==> config.mk <==
export PLATFORM = sky130hd
export DESIGN_NAME = id_ex_stage
export DESIGN_NICKNAME = d
export VERILOG_FILES = /design/src/rtl/riscv_pkg.sv /design/src/rtl/fwd_mux.sv /design/src/rtl/id_ex_stage.sv
export SDC_FILE = /design/constraint.sdc
export NUM_CORES = 1
export LEC_CHECK = 0
export CAP_MARGIN = 20
export CORE_MARGIN = 3
export CORE_UTILIZATION = 43
export CTS_CLUSTER_SIZE = 28
export DETAILED_ROUTE_END_ITERATION = 6
export HOLD_SLACK_MARGIN = 0.02
export PLACE_DENSITY = 0.81
export SETUP_SLACK_MARGIN = 0.1
export SYNTH_ARGS = -nofsm -noshare
export SYNTH_HDL_FRONTEND = slang
export SYNTH_SLANG_ARGS = --single-unit
==> constraint.sdc <==
create_clock -name clk -period 3 [get_ports clk]
set_clock_uncertainty 0.2 [all_clocks]
set_input_delay 0.45 -clock clk [delete_from_list [all_inputs] [get_ports clk]]
set_output_delay 0.45 -clock clk [all_outputs]
set_load 0.02 [all_outputs]
==> src/rtl/riscv_pkg.sv <==
// Shared encodings for the ID/EX stage: ALU opcodes, forward-select codes, ctrl bit positions.
package riscv_pkg;
  typedef enum logic [3:0] {
    ALU_AND  = 4'b0000,
    ALU_OR   = 4'b0001,
    ALU_ADD  = 4'b0010,
    ALU_SUB  = 4'b0110,
    ALU_COMP = 4'b1000
  } alu_op_e;

  typedef enum logic [1:0] {
    FWD_REG = 2'b00,
    FWD_WB  = 2'b01,
    FWD_MEM = 2'b10
  } fwd_sel_e;

  // ctrl = {regwrite, memread, memwrite, memtoreg}
  localparam int CTRL_REGWRITE = 3;
  localparam int CTRL_MEMREAD  = 2;
  localparam int CTRL_MEMWRITE = 1;
  localparam int CTRL_MEMTOREG = 0;
endpackage

==> src/rtl/fwd_mux.sv <==
// One-operand RAW bypass: EX/MEM beats MEM/WB, x0 is never bypassed.
module fwd_mux
  import riscv_pkg::*;
#(
  parameter int XLEN = 32,
  parameter int RA_W = 5
) (
  input  logic [RA_W-1:0] src,
  input  logic [XLEN-1:0] reg_data,
  input  logic            mem_regwrite,
  input  logic [RA_W-1:0] mem_rd,
  input  logic [XLEN-1:0] mem_result,
  input  logic            wb_regwrite,
  input  logic [RA_W-1:0] wb_rd,
  input  logic [XLEN-1:0] wb_result,
  output logic [XLEN-1:0] fwd_data,
  output fwd_sel_e        sel
);
  always_comb begin
    sel = FWD_REG;
    if (src != '0) begin
      if (mem_regwrite && mem_rd == src)     sel = FWD_MEM;
      else if (wb_regwrite && wb_rd == src)  sel = FWD_WB;
    end
    case (sel)
      FWD_MEM: fwd_data = mem_result;
      FWD_WB:  fwd_data = wb_result;
      default: fwd_data = reg_data;
    endcase
  end
endmodule

==> src/rtl/id_ex_stage.sv <==
// ID/EX pipeline register with operand forwarding, load-use bubble insertion and flush.
module id_ex_stage
  import riscv_pkg::*;
#(
  parameter int XLEN  = 32,
  parameter int RA_W  = 5,
  parameter int CNT_W = 16
) (
  input  logic             clk,
  input  logic             rst_n,
  input  logic             id_valid,
  output logic             id_ready,
  input  logic [RA_W-1:0]  id_rs1_addr,
  input  logic [RA_W-1:0]  id_rs2_addr,
  input  logic [RA_W-1:0]  id_rd_addr,
  input  logic [XLEN-1:0]  id_rs1_data,
  input  logic [XLEN-1:0]  id_rs2_data,
  input  logic [XLEN-1:0]  id_imm,
  input  logic [3:0]       id_alucontrol,
  input  logic             id_alusrc,
  input  logic [3:0]       id_ctrl,
  input  logic             flush,
  input  logic             ex_ready,
  input  logic             mem_regwrite,
  input  logic [RA_W-1:0]  mem_rd,
  input  logic [XLEN-1:0]  mem_result,
  input  logic             wb_regwrite,
  input  logic [RA_W-1:0]  wb_rd,
  input  logic [XLEN-1:0]  wb_result,
  output logic             ex_valid,
  output logic [XLEN-1:0]  ex_in1,
  output logic [XLEN-1:0]  ex_in2,
  output logic [XLEN-1:0]  ex_inimm,
  output logic             ex_alusrc,
  output logic [3:0]       ex_alucontrol,
  output logic [3:0]       ex_ctrl,
  output logic [RA_W-1:0]  ex_rd,
  output logic [CNT_W-1:0] stall_cnt
);
  // index 0 = rs1, index 1 = rs2
  logic [1:0][RA_W-1:0] rs_addr;
  logic [1:0][XLEN-1:0] rs_data;
  logic [1:0][XLEN-1:0] fwd;
  logic [1:0][RA_W-1:0] id_rs_addr;
  logic [1:0][XLEN-1:0] id_rs_data;
  fwd_sel_e             sel [2];
  logic                 load_use;

  assign id_rs_addr = {id_rs2_addr, id_rs1_addr};
  assign id_rs_data = {id_rs2_data, id_rs1_data};

  for (genvar g = 0; g < 2; g++) begin : g_fwd
    fwd_mux #(.XLEN(XLEN), .RA_W(RA_W)) u_fwd (
      .src          (rs_addr[g]),
      .reg_data     (rs_data[g]),
      .mem_regwrite (mem_regwrite),
      .mem_rd       (mem_rd),
      .mem_result   (mem_result),
      .wb_regwrite  (wb_regwrite),
      .wb_rd        (wb_rd),
      .wb_result    (wb_result),
      .fwd_data     (fwd[g]),
      .sel          (sel[g])
    );
  end

  assign ex_in1 = fwd[0];
  assign ex_in2 = fwd[1];

  // rs2 only matters when the ALU actually reads the register path
  assign load_use = ex_valid && ex_ctrl[CTRL_MEMREAD] && (ex_rd != '0) && id_valid &&
                    ((ex_rd == id_rs1_addr) || ((ex_rd == id_rs2_addr) && !id_alusrc));
  assign id_ready = flush || (ex_ready && !load_use);

  always_ff @(posedge clk or negedge rst_n) begin
    if (!rst_n) begin
      ex_valid      <= 1'b0;
      rs_addr       <= '0;
      rs_data       <= '0;
      ex_inimm      <= '0;
      ex_alusrc     <= 1'b0;
      ex_alucontrol <= 4'b0000;
      ex_ctrl       <= '0;
      ex_rd         <= '0;
      stall_cnt     <= '0;
    end else if (flush) begin
      ex_valid <= 1'b0;
      ex_ctrl  <= '0;
    end else if (!ex_ready) begin
      // Capture any producer seen during the hold so it survives its retirement
      for (int i = 0; i < 2; i++)
        if (sel[i] != FWD_REG) rs_data[i] <= fwd[i];
    end else if (load_use) begin
      ex_valid <= 1'b0;
      ex_ctrl  <= '0;
      if (stall_cnt != '1) stall_cnt <= stall_cnt + 1'b1;
    end else if (id_valid) begin
      ex_valid      <= 1'b1;
      rs_addr       <= id_rs_addr;
      rs_data       <= id_rs_data;
      ex_inimm      <= id_imm;
      ex_alusrc     <= id_alusrc;
      ex_alucontrol <= id_alucontrol;
      ex_ctrl       <= id_ctrl;
      ex_rd         <= id_rd_addr;
    end else begin
      ex_valid <= 1'b0;
      ex_ctrl  <= '0;
    end
  end
endmodule

# ---- Yosys cells after proc, flatten, opt, wreduce, memory -nomap -nowiden
# Index checks and enable logic that the tools add are counted.
dict set report word_totals {
  reg_bits 137
  wordCells 74
  input_bits 201
  output_inout_bits 128
}
dict set report op_classes {
  n_reduce_logical 26
  add_sub_neg 1
  bitwise_logic 2
  muxes 21
  eq_ne 13
}
# operator count
set op_table {}
lappend op_table {{$mux 64} 3}
lappend op_table {{$pmux 32 s2} 2}
lappend op_table {{$mux 32} 2}
lappend op_table {{$eq 5x5->1} 6}
lappend op_table {{$add 16x1->16 const B} 1}
lappend op_table {{$mux 4} 4}
lappend op_table {{$ne 16x16->1 const B} 1}
lappend op_table {{$reduce_and 4->1} 4}
lappend op_table {{$reduce_bool 5->1} 3}
lappend op_table {{$logic_and 1x1->1} 10}
lappend op_table {{$reduce_bool 2->1} 5}
lappend op_table {{$mux 2} 4}
lappend op_table {{$mux 1} 6}
lappend op_table {{$eq 2x1->1 const B} 2}
lappend op_table {{$eq 2x2->1 const B} 2}
lappend op_table {{$ne 2x2->1 const B} 2}
lappend op_table {{$logic_not 1->1} 2}
lappend op_table {{$logic_or 1x1->1} 2}
lappend op_table {{$not 1->1} 2}

# ---- Depth between registers and ports, before layout
# Gate-level depths: netlist of the first run.
dict set report logic_depth {
  word_depth 9
  ltp_mapped 12
  mapped_depth_nobuf 11
}

# ---- Modules after synthesis
# A second synthesis of the first run with hierarchy kept.
dict set report hier_totals {
  cells_unflattened 702
  area_unflattened_um2 7867.5
}
# module area_per_inst_um2 instances cells_per_inst seq_area_each_um2
set modules_own_cells {}
lappend modules_own_cells {id_ex_stage 6376.1 1 440 3428.3}
lappend modules_own_cells {fwd_mux 745.7 2 131 0.0}

# ---- Worst setup path before layout of the first run
# Ideal clock, no wire load.
dict set report synth_path {
  path_type {reg2out}
  startpoint {reg rs_addr[1] (netlist name)}
  endpoint {out ex_in1[2]}
  t_arrival_ns 2.408
  t_required_ns 2.350
  setup_slack_ns -0.058
  path_stages_with_launch 7
  path_buffers 1
  cell_sequence {dfrtp_1 or4_1 o21ai_0 ha_1 clkbuf_1 a22oi_1 o21ai_0}
}
dict set report synth_between {
  elab_chain_len 7
  word_cells_on_any_way 11
  classes_between {eq/ne (4); mux (4); reduce/logical (3)}
}
# element line_no
set synth_rtl {}
lappend synth_rtl {{from (decl)} id_ex_stage.sv:41} ;# logic [1:0][RA_W-1:0] rs_addr;
lappend synth_rtl {{from (signal assigned)} id_ex_stage.sv:99} ;# rs_addr <= id_rs_addr;
lappend synth_rtl {{$eq 5x5->1} fwd_mux.sv:23} ;# else if (wb_regwrite && wb_rd == src) sel = FWD_WB;
lappend synth_rtl {{$logic_and 1x1->1} fwd_mux.sv:23}
lappend synth_rtl {{$mux 1} fwd_mux.sv:23}
lappend synth_rtl {{$mux 2} fwd_mux.sv:22} ;# if (mem_regwrite && mem_rd == src) sel = FWD_MEM;
lappend synth_rtl {{$mux 2 (*)} fwd_mux.sv:21} ;# if (src != '0) begin
lappend synth_rtl {{$eq 2x1->1 or $eq 2x2->1 (tied branches)} fwd_mux.sv:25} ;# case (sel)
lappend synth_rtl {{$pmux 32 s2 (*)} fwd_mux.sv:25}
lappend synth_rtl {{to (decl)} id_ex_stage.sv:31} ;# output logic [XLEN-1:0] ex_in1,
# Mark *: on every way between the ends. The rest lies on a longest branch, timed or not.

# ---- Worst setup path in the final report of the first run
dict set report layout_path {
  startpoint {reg rs_addr[5] (netlist name)}
  endpoint {out ex_in2[3]}
}
dict set report layout_between {
  elab_chain_len 7
  word_cells_on_any_way 11
  classes_between {eq/ne (4); mux (4); reduce/logical (3)}
}
# element line_no
set layout_rtl {}
lappend layout_rtl {{$eq 5x5->1} fwd_mux.sv:23}
lappend layout_rtl {{$logic_and 1x1->1} fwd_mux.sv:23}
lappend layout_rtl {{$mux 1} fwd_mux.sv:23}
lappend layout_rtl {{$mux 2} fwd_mux.sv:22}
lappend layout_rtl {{$mux 2 (*)} fwd_mux.sv:21}
lappend layout_rtl {{$eq 2x1->1 or $eq 2x2->1 (tied branches)} fwd_mux.sv:25}
lappend layout_rtl {{$pmux 32 s2 (*)} fwd_mux.sv:25}
lappend layout_rtl {{to (decl)} id_ex_stage.sv:32} ;# output logic [XLEN-1:0] ex_in2,
# Marks and branches as above.

==> results of run 1 <==
[repair_timing]
item	4_1_cts	5_1_grt
cloned	8	10
gates resized for setup	578	104
setup buffers	23	17
pin swaps	61	55
endpoints found under the hold margin	44	0
setup endpoints to repair	88	109
hold buffers	1	0
[Yosys cell counts (7+ instances only)]
cell	instances
nand3_1	8
xor2_1	24
o21ai_0	67
nor4_1	7
dfrtp_1	137
xnor2_1	20
ha_1	7
mux2i_1	64
a22oi_1	64
a21oi_1	72
nand4_1	13
nand2_1	73
nor2_1	73
mux2_1	50
clkbuf_1	47
[state kept, by name, summed over array words and instances, names as in the netlist]
| name | cells |
|---|---|
| ex_alucontrol | 4 |
| ex_alusrc | 1 |
| ex_ctrl | 4 |
| ex_inimm | 32 |
| ex_rd | 5 |
| ex_valid | 1 |
| rs_addr | 10 |
| rs_data | 64 |
| stall_cnt | 16 |
[worst reg2reg max path: stages (launching register included)]
cell and delay (ns):
dfrtp_1 0.44, xor2_2 0.17, nor4_2 0.30, and3_4 0.28, nor4_4 0.07, buf_4 0.14
ha_4 0.17, buf_12 0.15, buf_8 0.13, a22oi_2 0.20, o21ai_2 0.13, buf_4 0.16
mux2i_1 0.17, a21oi_1 0.11
[path summary, 6_finish.rpt]
path / cells past startpoint / to / slack, ns
worst max-delay path: 10 / ex_in2[3] / -0.46
worst min-delay path: 3 / ex_valid$_DFFE_PN0P_ / 0.18
worst max register to register: 13 / rs_data[2]$_DFFE_PN0P_ / 0.05
worst min register to register: 1 / ex_alucontrol[3]$_DFFE_PN0P_ / 0.29
max in group asynchronous: 3 / ex_rd[1]$_DFFE_PN0P_ / 1.38
min in group asynchronous: 2 / stall_cnt[11]$_DFFE_PN0P_ / 0.37
[cells in the final DEF (no fill, tap or decap), types with 4 or more instances in the layout]
cell type	n
buf_16	8
buf_8	4
a22oi_1	4
mux2_1	50
inv_8	7
nor4_1	4
nand2_1	54
buf_12	22
nand3_1	7
o21ai_4	15
xor2_1	22
clkbuf_16	26
buf_6	76
dfrtp_2	5
nor4_2	4
nand2_4	7
dfrtp_1	132
a21oi_1	70
a22oi_2	60
dlygate4sd2_1	6
buf_4	80
o21ai_2	53
diode_2	11
clkdlybuf4s50_1	255
inv_2	4
ha_4	5
nand2b_1	6
nand4_1	13
nand2_2	13
xnor2_1	17
nor2_1	71
mux2i_1	63
[where the power goes]
group | switching [µW] | total [µW] | internal [µW] | leakage [µW]
combinational | 1950 | 3890 | 1930 | 0.00407
clock | 966 | 2080 | 1110 | 0.000285
sequential | 284 | 2520 | 2240 | 0.00158
total | 3200 | 8480 | 5280 | 0.00594
[metrics by stage]
stage | power (µW) | setup TNS, ns | worst slack (ns) | hold WS (ns)
after floorplan | 3920 | -1.07 | -0.0557 | -0.0456
after global placement | 5460 | -84.69 | -1.08 | 0.211
after detailed placement | 5530 | -87.32 | -1.16 | 0.207
after CTS | 8020 | -20.77 | -0.419 | 0.147
after global routing | 8810 | -26.98 | -0.481 | 0.182
final | 8480 | -22.92 | -0.456 | 0.176
[logic make-up (layout without fill, tap and decap cells)]
logic type,Yosys count,count (layout),synth area share (%)
other,0,11,0
XOR/XNOR,44,44,5.08
AND/OR/NAND/NOR,203,203,12.3
adder cells (fa/ha/maj),7,7,1.15
AO/OA/AOI/OAI,207,207,16.3
multiplexers,117,117,16.4
flip-flops,137,137,45.2
buffers and inverters,62,500,3.69
[metal layers]
metal  track usage [%]  wire (µm)  vias up  part of all wire [%]
li1                  -          -     3681                     -
met1              40.5      13000     4193                    37
met2              51.8      17100      546                    49
met3              7.83       2910      139                   8.3
met4              14.5       2000        0                   5.7
met5                 0          0        -                     0
[final cells by class]
class	instances	area, µm²	share of cell area (%)
antenna	11	27.5	0.194
clock buffer	17	425	3.00
clock inverter	15	151	1.07
inverter	6	22.5	0.159
multi-input combinational	578	4840	34.1
sequential	137	3430	24.2
tap	220	275	1.94
timing repair buffer	462	5020	35.4
==> metrics.md, run 1 <==
| Metric | Value |
|---|---|
| Core Box Area | 16900 µm² |
| Yosys reg bits | 137 |
| RSZ-0062 raised after global routing | true |
| Placed cell count | approximately 1300 |
| CTS HTree Levels | 4 |
| Nets@finish | between 1000 and 1500 |
| Clock sink total | 137 |
| Pwr per Cell Area | 598 nW/µm² |
| Final core utilization | between 80% and 90% |
| Reg clk slew, reported paths | 0.06 ns |
| Initial antenna violation count | 7 |
| Top cell family by delay on the critical path | compound AO/OA/AOI/OAI gates |
| Starting DRT DRC Count | 690 |
| Clock latency on the worst-skew pair | ~0.44 ns |
| Synth warnings | 0 |
| Fillcell total | 884 |
| DR vias | 8559 |
| Synth area leaders | dfrtp_1 (45%), mux2i_1 (8.4%), mux2_1 (7.4%), a22oi_1 (6.3%), a21oi_1 (4.7%) |
| Max stage delay cell, worst path | or4_4 |
| Wire length per cell | roughly 24 µm |
| Grt total ovfl | 0 |
| Failing checks | setup timing |
| CP peak stage delay | 0.53 ns |
| Worst Path Required | about 2.4 ns |
| Post-synth cell types | 37 |
| Vias in the first global route | around 8400 |
| Post-route setup slack | -0.456 ns |
| Detailed Place HPWL | approximately 22 mm |
| Final-report hold violation count | 0 |
| Top FF cell, synth | dfrtp_1 |
| Hold WC Path Type | in -> reg |
| CTS tree | done |
| Crit path kind | reg -> out |
| Num CTS Buffers | 17 |
| Worst vdd ir | a little over 0.0005 V |
| DR DRC count | 0 |
| Top Ports | 329 |
| Outcome | complete, but fails checks |
| Placement Cell Area | around 12000 µm² |
| Clock tree buffer depth | 2 |
| CP Buf/Inv Count | 5 |
| Critical path cell sequence | buf_4 -> or4_4 -> o21ai_4 -> inv_2 -> ha_4 -> buf_12 -> buf_16 -> a22oi_2 -> o21ai_2 -> buf_6 |
| Leak Pwr | approximately 0.0059 µW |
| Post-synth EDFFs | 0 |
| TritonRoute pass-1 iters | 5 |
| Cells after synthesis | a little under 800 |
| Hold path start | ex_ready |
| Relative slew slack | approximately 60% |
| Non-Filler Instances | ~1400 |
| Cell area after layout | 14200 µm² |
| Vias/cell | 5.92 |
| DRT antenna net count | 0 |
| First-pass GRT wire length | ~48 mm |
| Sequential share of the synthesized area | between 40% and 50% |
| Fmax | around 0.29 GHz |
| Crit share post-route | 115% |
| Area leader, netlist | dfrtp_1 |
| Crit. End Element | output pin |
| GPL Wtd Cong | 0.995 |
| Layout cells sized above 1 | between 30% and 40% |
| MaxCap Viol Count | 0 |
| Tmin final | roughly 3.5 ns |
| Area growth syn-to-layout | 87.1% |
| Final Slew Violations | 0 |
| Avg Cell Area, Syn | 9.76 µm² |
| Starting Density | between 40 and 50% |
| R2R Path Start | rs_addr[3]$_DFFE_PN0P_ |
| Mapped Nets | slightly below 1000 |
| Die ar. | 19300 µm² |
| Die Y | ~140 µm |
| Synth async-reset ratio | 100% |
| Startpoint types | flip-flop |
| Crit path arrival time | between 2 and 3 ns |
| Crit path from | rs_addr[5]$_DFFE_PN0P_ |
| PortBufs | approximately 330 |
| GR Util All Layers | approximately a third |
| CP Max Fanout | 6 |
| Total routed wirelength | about 35 mm |
| Root Driver | clkbuf_16 |
| Area of the mapped netlist | 7590 µm² |
| # setup viols final | 64 |
| Row Count | 47 |
| Worst Max-Slew Pin Slew | ~0.59 ns |
| Die Wd | about 140 µm |
| Largest net degree at the start of global routing | around 70 |
| Top cell type's share of synthesized area | between 40% and 50% |
(Power assumes the default switching activity.)
==> run 2, diff against run 1 <==
--- a/config.mk
+++ b/config.mk
@@ -8,11 +8,11 @@
 export CAP_MARGIN = 20
 export CORE_MARGIN = 3
 export CORE_UTILIZATION = 43
+export CTS_BUF_LIST = sky130_fd_sc_hd__clkbuf_4 sky130_fd_sc_hd__clkbuf_8 sky130_fd_sc_hd__clkbuf_16
 export CTS_CLUSTER_SIZE = 28
 export DETAILED_ROUTE_END_ITERATION = 6
 export HOLD_SLACK_MARGIN = 0.02
 export PLACE_DENSITY = 0.81
-export SETUP_SLACK_MARGIN = 0.1
 export SYNTH_ARGS = -nofsm -noshare
 export SYNTH_HDL_FRONTEND = slang
 export SYNTH_SLANG_ARGS = --single-unit
==> constraint.sdc (replaced) <==
create_clock -name clk -period 3.6 [get_ports clk]
set_clock_uncertainty 0.2 [all_clocks]
set_input_delay 0.54 -clock clk [delete_from_list [all_inputs] [get_ports clk]]
set_output_delay 0.54 -clock clk [all_outputs]
set_load 0.02 [all_outputs]
==> metrics.md, run 2 (synthesis results as in run 1) <==
| Metric | Value |
|---|---|
| Outcome | finished, final reports clean |
| Top cell family by delay on the critical path | buffers and inverters |
| Sequential Area | 3430 µm² |
| First-pass GRT wire length | ~44 mm |
| Wire length per cell | roughly 21 µm |
| Clk pwr share | 27.8% |
| R2R Path Start | rs_addr[1]$_DFFE_PN0P_ |
| Most common cell after layout, fill and taps aside | clkdlybuf4s50_1 |
| Root Driver | clkbuf_16 |
| Crit path kind | reg -> out |
| Worst Hold Depth | 1 |
| CTS tree | done |
| Top Ports | about 330 |
| Area growth syn-to-layout | 64.4% |
| Clock latency on the worst-skew pair | between 0.4 and 0.5 ns |
| Crit path top cell by count | buf_4 |
| CP Buf/Inv Count | 4 |
| Reg-to-reg setup timing slack | between 0.2 and 0.25 ns |
| TritonRoute pass-1 iters | 5 |
| Starting DRT DRC Count | 652 |
| Max reg flops | 64 |
| Clock tree buffer depth | 2 |
| Num CTS Buffers | 17 |
| Setup Total Neg Slack | 0 ns |
| Pwr per Cell Area | slightly above 500 nW/µm² |
| Core Box Area | 16900 µm² |
| Row Count | 47 |
| Multi-input logic area | ~4200 µm² |
| Int Power | a little under 4000 µW |
| Final core utilization | approximately three quarters |
| # setup viols final | 0 |
| Worst Max-Slew Pin Slew | roughly 0.76 ns |
| Tmin final | around 3.5 ns |
| Switching share of power | between 30% and 40% |
| Crit share post-route | 98.4% |
| Die ar. | just under 20000 µm² |
| Regs by FF count | rs_data (64), ex_inimm (32), stall_cnt (16) |
| MaxCap Viol Count | 0 |
| CP peak stage delay | 0.45 ns |
| Startpoint types | flip-flop |
| Grt total ovfl | 0 |
| DRT antenna net count | 0 |
| Initial antenna violation count | 6 |
| Fmax | 0.282 GHz |
| Worst Path Required | approximately 2.9 ns |
| Die Wd | ~140 µm |
| Layout cells sized above 1 | between 20% and 30% |
| Fillcell total | 1255 |
| GPL Wtd Cong | between 0.9 and 1 |
| GR Util All Layers | just under 30% |
| Reg clk slew, reported paths | roughly 0.080 ns |
| Vias in the first global route | between 7000 and 8000 |
| Vias/cell | 5.53 |
| Starting Density | between 40 and 50% |
| Nets@finish | 1359 |
| Crit path arrival time | 2.80 ns |
| RSZ-0062 raised after global routing | true |
| Most frequent cells in the layout | clkdlybuf4s50_1 (255), dfrtp_1 (135), buf_4 (80), nor2_1 (73), nand2_1 (73) |
| R2r worst-path depth | 18 |
| Gate power share | 39.5% |
| Detailed Place HPWL | 21.7 mm |
| Clock sink total | ~140 |
| Final-report hold violation count | 0 |
| Hold path start | ex_alucontrol[3]$_DFFE_PN0P_ |
| CTS HTree Levels | 4 |
| Seq pwr share | 32.7% |
| PortBufs | around 330 |
| Largest Register | rs_data |
| Leak Pwr | roughly 0.0053 µW |
| Critical path cell sequence | xor2_1 -> nor4_2 -> and3_4 -> o21ai_2 -> ha_2 -> buf_4 -> buf_6 -> a22oi_2 -> o21ai_1 -> buf_4 -> buf_2 |
| Final Slew Violations | 0 |
| Worst reg2reg path endpoint | rs_data[19]$_DFFE_PN0P_ |
| Relative slew slack | between 40% and 50% |
| DR vias | 7681 |
| Max stage delay cell, worst path | dfrtp_2 |
| Die Y | roughly 140 µm |
| Crit. End Element | output pin |
| Worst vdd ir | approximately 0.00036 V |
| Largest net degree at the start of global routing | approximately 110 |
| Switching pwr | around 2400 µW |
| Total routed wirelength | roughly 30 mm |
| Hold WC Path Type | reg -> reg |
| CP Max Fanout | 7 |
| Overall Power | approximately 6300 µW |
| DR DRC count | 0 |
| WHS Endpoint | ex_alucontrol[3]$_DFFE_PN0P_ |
-- run 2: cell count changes in the layout (fill, tap and decap cells not counted), sizes merged --
cell	change
dlymetal6s2s	+2
clkbuf	-2
buf	-50
diode	-6
dlygate4sd2	-1
-- run 2: per-stage QoR --
step / cells / cell area [µm²] / worst slack (ns) / hold WS (ns)
floorplan: 777 / 7590 / 0.411 / 0.0444
global placement: 1333 / 11500 / -0.708 / 0.273
detailed placement: 1333 / 11500 / -0.715 / 0.280
CTS: 1376 / 12200 / -0.00455 / 0.127
global route: 1389 / 12500 / -0.0357 / 0.301
finish: 1389 / 12500 / 0.0593 / 0.289
-- run 2: what timing repair did --
action / 4_1_cts / 5_1_grt
resized for setup: 380 / 107
pin swaps: 10 / 22
buffers inserted: 8 / 4
hold endpoints to repair: 0 / 43
gates cloned: 3 / 2
endpoints found under the setup margin: 64 / 65
hold buffers: 0 / 1
-- run 2: worst max-delay path by stage --
stage | endpoint | slack [ns] | depth (start not counted) | startpoint
3_3_place_gp | ex_in1[24] | -0.71 | 10 | mem_rd[2]
4_1_cts | ex_in2[14] | -0.005 | 11 | wb_rd[0]
3_5_place_dp | ex_in1[1] | -0.71 | 10 | mem_rd[3]
5_1_grt | ex_in1[1] | -0.04 | 11 | rs_addr[1]$_DFFE_PN0P_
6_report | ex_in2[19] | 0.06 | 11 | rs_addr[8]$_DFFE_PN0P_
2_1_floorplan | ex_in1[26] | 0.41 | 9 | mem_rd[2]
-- run 2: cell type report --
| cell class | instances | area share [%] |
|---|---|---|
| Sequential cell | 137 | 27.5 |
| Clock inverter | 15 | 1.36 |
| Clock buffer | 17 | 3.41 |
| Tap cell | 220 | 2.21 |
| Multi-Input combinational cell | 578 | 33.7 |
| Antenna cell | 5 | 0.100 |
| Inverter | 6 | 0.181 |
| Timing Repair Buffer | 411 | 31.5 |
-- run 2: power groups by stage --
stage / sequential (µW) / combinational (µW) / clock (µW)
2_1_floorplan: 2160 / 1090 / 0
3_3_place_gp: 2070 / 2430 / 0
5_1_grt: 2110 / 2680 / 1850
6_report: 2070 / 2500 / 1760
3_5_place_dp: 2090 / 2470 / 0
4_1_cts: 2070 / 2410 / 1780
-- run 2: routing by layer --
layer	part of all wire [%]	GRT usage, %
met1	41	38.3
met2	48	47.0
met5	0.044	0
met4	3.5	11.0
met3	6.7	7.38
==> run 3, diff against run 2 <==
--- a/config.mk
+++ b/config.mk
@@ -5,14 +5,17 @@
 export SDC_FILE = /design/constraint.sdc
 export NUM_CORES = 1
 export LEC_CHECK = 0
+export ABC_AREA = 1
 export CAP_MARGIN = 20
 export CORE_MARGIN = 3
-export CORE_UTILIZATION = 43
+export CORE_UTILIZATION = 46
 export CTS_BUF_LIST = sky130_fd_sc_hd__clkbuf_4 sky130_fd_sc_hd__clkbuf_8 sky130_fd_sc_hd__clkbuf_16
 export CTS_CLUSTER_SIZE = 28
 export DETAILED_ROUTE_END_ITERATION = 6
 export HOLD_SLACK_MARGIN = 0.02
-export PLACE_DENSITY = 0.81
+export PLACE_DENSITY = 0.82
 export SYNTH_ARGS = -nofsm -noshare
 export SYNTH_HDL_FRONTEND = slang
+export SYNTH_HIERARCHICAL = 1
 export SYNTH_SLANG_ARGS = --single-unit
+export TNS_END_PERCENT = 1
==> metrics.md, run 3 <==
| Metric | Value |
|---|---|
| Synth warnings | 6 |
| Crit share post-route | approximately 97% |
| Die Wd | between 100 and 150 µm |
| Outcome | finished, final reports clean |
| Synth async-reset ratio | between 90% and 100% |
| Leading cell types by count after synthesis | nand2_1 (635), dfrtp_1 (137), nand3_1 (132), nor2_1 (96), a21oi_2 (78) |
| DR DRC count | 0 |
| Final core utilization | between 60 and 70% |
| Overall Power | roughly 5800 µW |
| Seq pwr share | around 34% |
| Clock sink total | between 100 and 150 |
| DR vias | just over 10000 |
| Fin Hold WS | between 0.2 and 0.3 ns |
| Detailed Place HPWL | 23.8 mm |
| Gate power share | between 30 and 40% |
| Top cell family by delay on the critical path | buffers and inverters |
| Setup Total Neg Slack | 0 ns |
| Relative slew slack | about half |
| CTS HTree Levels | 4 |
| Crit path arrival time | between 2 and 3 ns |
| Sequential share of the synthesized area | a little under two fifths |
| Clock tree buffer depth | 2 |
| Crit. End Element | output pin |
| Vias/cell | ~5.2 |
| TritonRoute pass-1 iters | 5 |
| Area growth syn-to-layout | 44.2% |
| PortBufs | approximately 330 |
| Fillcell total | 1687 |
| Int Power | around 3700 µW |
| Total routed wirelength | between 30 and 40 mm |
| Starting Density | between 40 and 50% |
| Postcts setup bufs | 0 |
| Die ar. | roughly 21000 µm² |
| Crit path top cell by count | nand2_1 |
| Fmax | around 0.29 GHz |
| Mapped Nets | roughly 1500 |
| Hold WC Path Type | reg -> reg |
| Cells after synthesis | 1337 |
| Max stage delay cell, worst path | clkdlybuf4s50_1 |
| Max reg flops | 64 |
| Largest Register | rs_data |
| CP Buf/Inv Count | 5 |
| Final-report hold violation count | 0 |
| Row Count | 50 |
| Initial antenna violation count | 1 |
| Num CTS Buffers | 17 |
| Vias in the first global route | 10100 |
| Top cell type's share of synthesized area | 37.7% |
| Top Ports | between 300 and 400 |
| GR Util All Layers | approximately 30% |
| Switching pwr | ~2100 µW |
| RSZ-0062 raised after global routing | true |
| Nets@finish | approximately 1900 |
| Post-synth EDFFs | 0 |
| DRT antenna net count | 0 |
| Startpoint types | primary input |
| Worst Max-Slew Pin Slew | ~0.77 ns |
| Pwr per Cell Area | approximately 440 nW/µm² |
| Die Y | roughly 150 µm |
| Clock latency on the worst-skew pair | around 0.43 ns |
| Area of the mapped netlist | between 9000 and 10000 µm² |
| Synth area leaders | dfrtp_1 (38%), nand2_1 (26%), a21oi_2 (7.5%), nand3_1 (7.3%), nor2_1 (4.0%) |
| Crit path kind | in -> out |
| Most common cell after layout, fill and taps aside | nand2_1 |
| Most frequent cells in the layout | nand2_1 (635), clkdlybuf4s50_1 (261), dfrtp_1 (137), nand3_1 (132), nor2_1 (90) |
| Area leader, netlist | dfrtp_1 |
| Tmin final | approximately 3.5 ns |
| Top FF cell, synth | dfrtp_1 |
| Avg Cell Area, Syn | 6.80 µm² |
| Worst Path Required | around 2.9 ns |
| Final Slew Violations | 0 |
| Critical path cell sequence | clkdlybuf4s50_1 -> inv_1 -> nand2_1 -> nand2_1 -> nor2_1 -> nand2_1 -> nor2_4 -> nand2_1 -> ha_2 -> inv_4 -> buf_12 -> nor2_1 -> a21oi_2 -> clkdlybuf4s15_2 |
| Yosys reg bits | around 140 |
| Wire length per cell | between 15 and 20 µm |
| Largest net degree at the start of global routing | between 70 and 80 |
| Regs by FF count | rs_data (64), ex_inimm (32), stall_cnt (16) |
| Core Box Area | 19100 µm² |
| GPL Wtd Cong | between 0.9 and 1 |
| First-pass GRT wire length | about 52 mm |
| Switching share of power | 36.5% |
| Post-synth cell types | 30 |
| Most common cell in the netlist | nand2_1 |
| Root Driver | clkbuf_16 |
| MaxCap Viol Count | 0 |
| Worst vdd ir | approximately 0.00032 V |
| Layout cells sized above 1 | between 15 and 20% |
| Starting DRT DRC Count | 550 |
| # setup viols final | 0 |
| Grt total ovfl | 0 |
| CP Max Fanout | 12 |
| Leak Pwr | roughly 0.0065 µW |
| CTS tree | done |
| CP peak stage delay | ~0.52 ns |
| Clk pwr share | between 20 and 30% |
| Reg clk slew, reported paths | approximately 0.06 ns |
run 3: cell types whose count changed in the layout (fill, tap and decap cells not counted), sizes merged, moves of 37 or more:
cell    delta
o21ai     -58
mux2      -53
inv       +51
buf       -72
mux2i     -64
a21oi     +56
nor2      +37
nand2    +570
nand3    +127
a22oi     -64
clkbuf    +45
run 3: cell families (layout without fill, tap and decap cells):
kind of cell,Yosys count,in the layout,synth area share (%)
adder cells (fa/ha/maj),5,5,0.688
flip-flops,137,137,37.7
AND/OR/NAND/NOR,899,899,40.5
AO/OA/AOI/OAI,140,140,11.0
XOR/XNOR,15,15,1.45
other,0,1,0
buffers and inverters,141,479,8.72
run 3: path summary, 6_finish.rpt:
path	start	to	slack, ns	cells past startpoint
max	mem_rd[1]	ex_in1[23]	0.09	14
min	rs_data[53]$_DFFE_PN0P_	rs_data[53]$_DFFE_PN0P_	0.27	2
max reg2reg	rs_addr[3]$_DFFE_PN0P_	rs_data[15]$_DFFE_PN0P_	0.99	16
min reg2reg	rs_data[53]$_DFFE_PN0P_	rs_data[53]$_DFFE_PN0P_	0.27	2
max in group asynchronous	rst_n	rs_data[60]$_DFFE_PN0P_	1.75	3
min in group asynchronous	rst_n	rs_data[17]$_DFFE_PN0P_	0.52	2
run 3: cell type report:
class / count / area (µm²) / area share (%)
diodes: 1 / 2.50 / 0.0191
clock buffers: 20 / 454 / 3.47
clock inverters: 12 / 116 / 0.888
inverters: 63 / 241 / 1.84
multi-input cells: 1059 / 4940 / 37.7
flip-flops and latches: 137 / 3430 / 26.2
well taps: 260 / 325 / 2.48
repair buffers: 384 / 3600 / 27.5
run 3: power groups by stage:
stage	Sequential (µW)	Combinational (µW)	Clock, µW
2_1_floorplan	2040	1070	0
3_3_place_gp	1960	2280	0
3_5_place_dp	1970	2310	0
4_1_cts	1950	2210	1710
5_1_grt	1980	2350	1790
6_report	1950	2160	1690
run 3: timing repair:
item | CTS | global route
resized for setup | 86 | 126
hold buffers | 1 | 0
endpoints found under the setup margin | 63 | 64
hold endpoints to repair | 69 | 0
pin swaps | 0 | 0
run 3: per-stage QoR:
stage / area [µm²] / instances / setup WS, ns
after floorplan: 9090 / 1337 / 0.835
after global placement: 12800 / 1902 / -0.336
after detailed placement: 12800 / 1902 / -0.373
after CTS: 13300 / 1935 / -0.000224
after global routing: 13100 / 1936 / -0.0666
final: 13100 / 1936 / 0.0923
run 3: per-layer routing:
| layer | track usage [%] | vias up | wire length (µm) |
|---|---|---|---|
| li1 | - | 4853 | - |
| met1 | 34.2 | 4693 | 12300 |
| met2 | 51.4 | 487 | 16100 |
| met3 | 9.56 | 81 | 3240 |
| met4 | 11.4 | 0 | 1110 |
| met5 | 0 | - | 0 |
run 3: tightest hold or removal path, stage by stage, from the launching register on:
cell	delay, ns
dfrtp_1	0.34
nand2_1	0.05
nand2_1	0.05
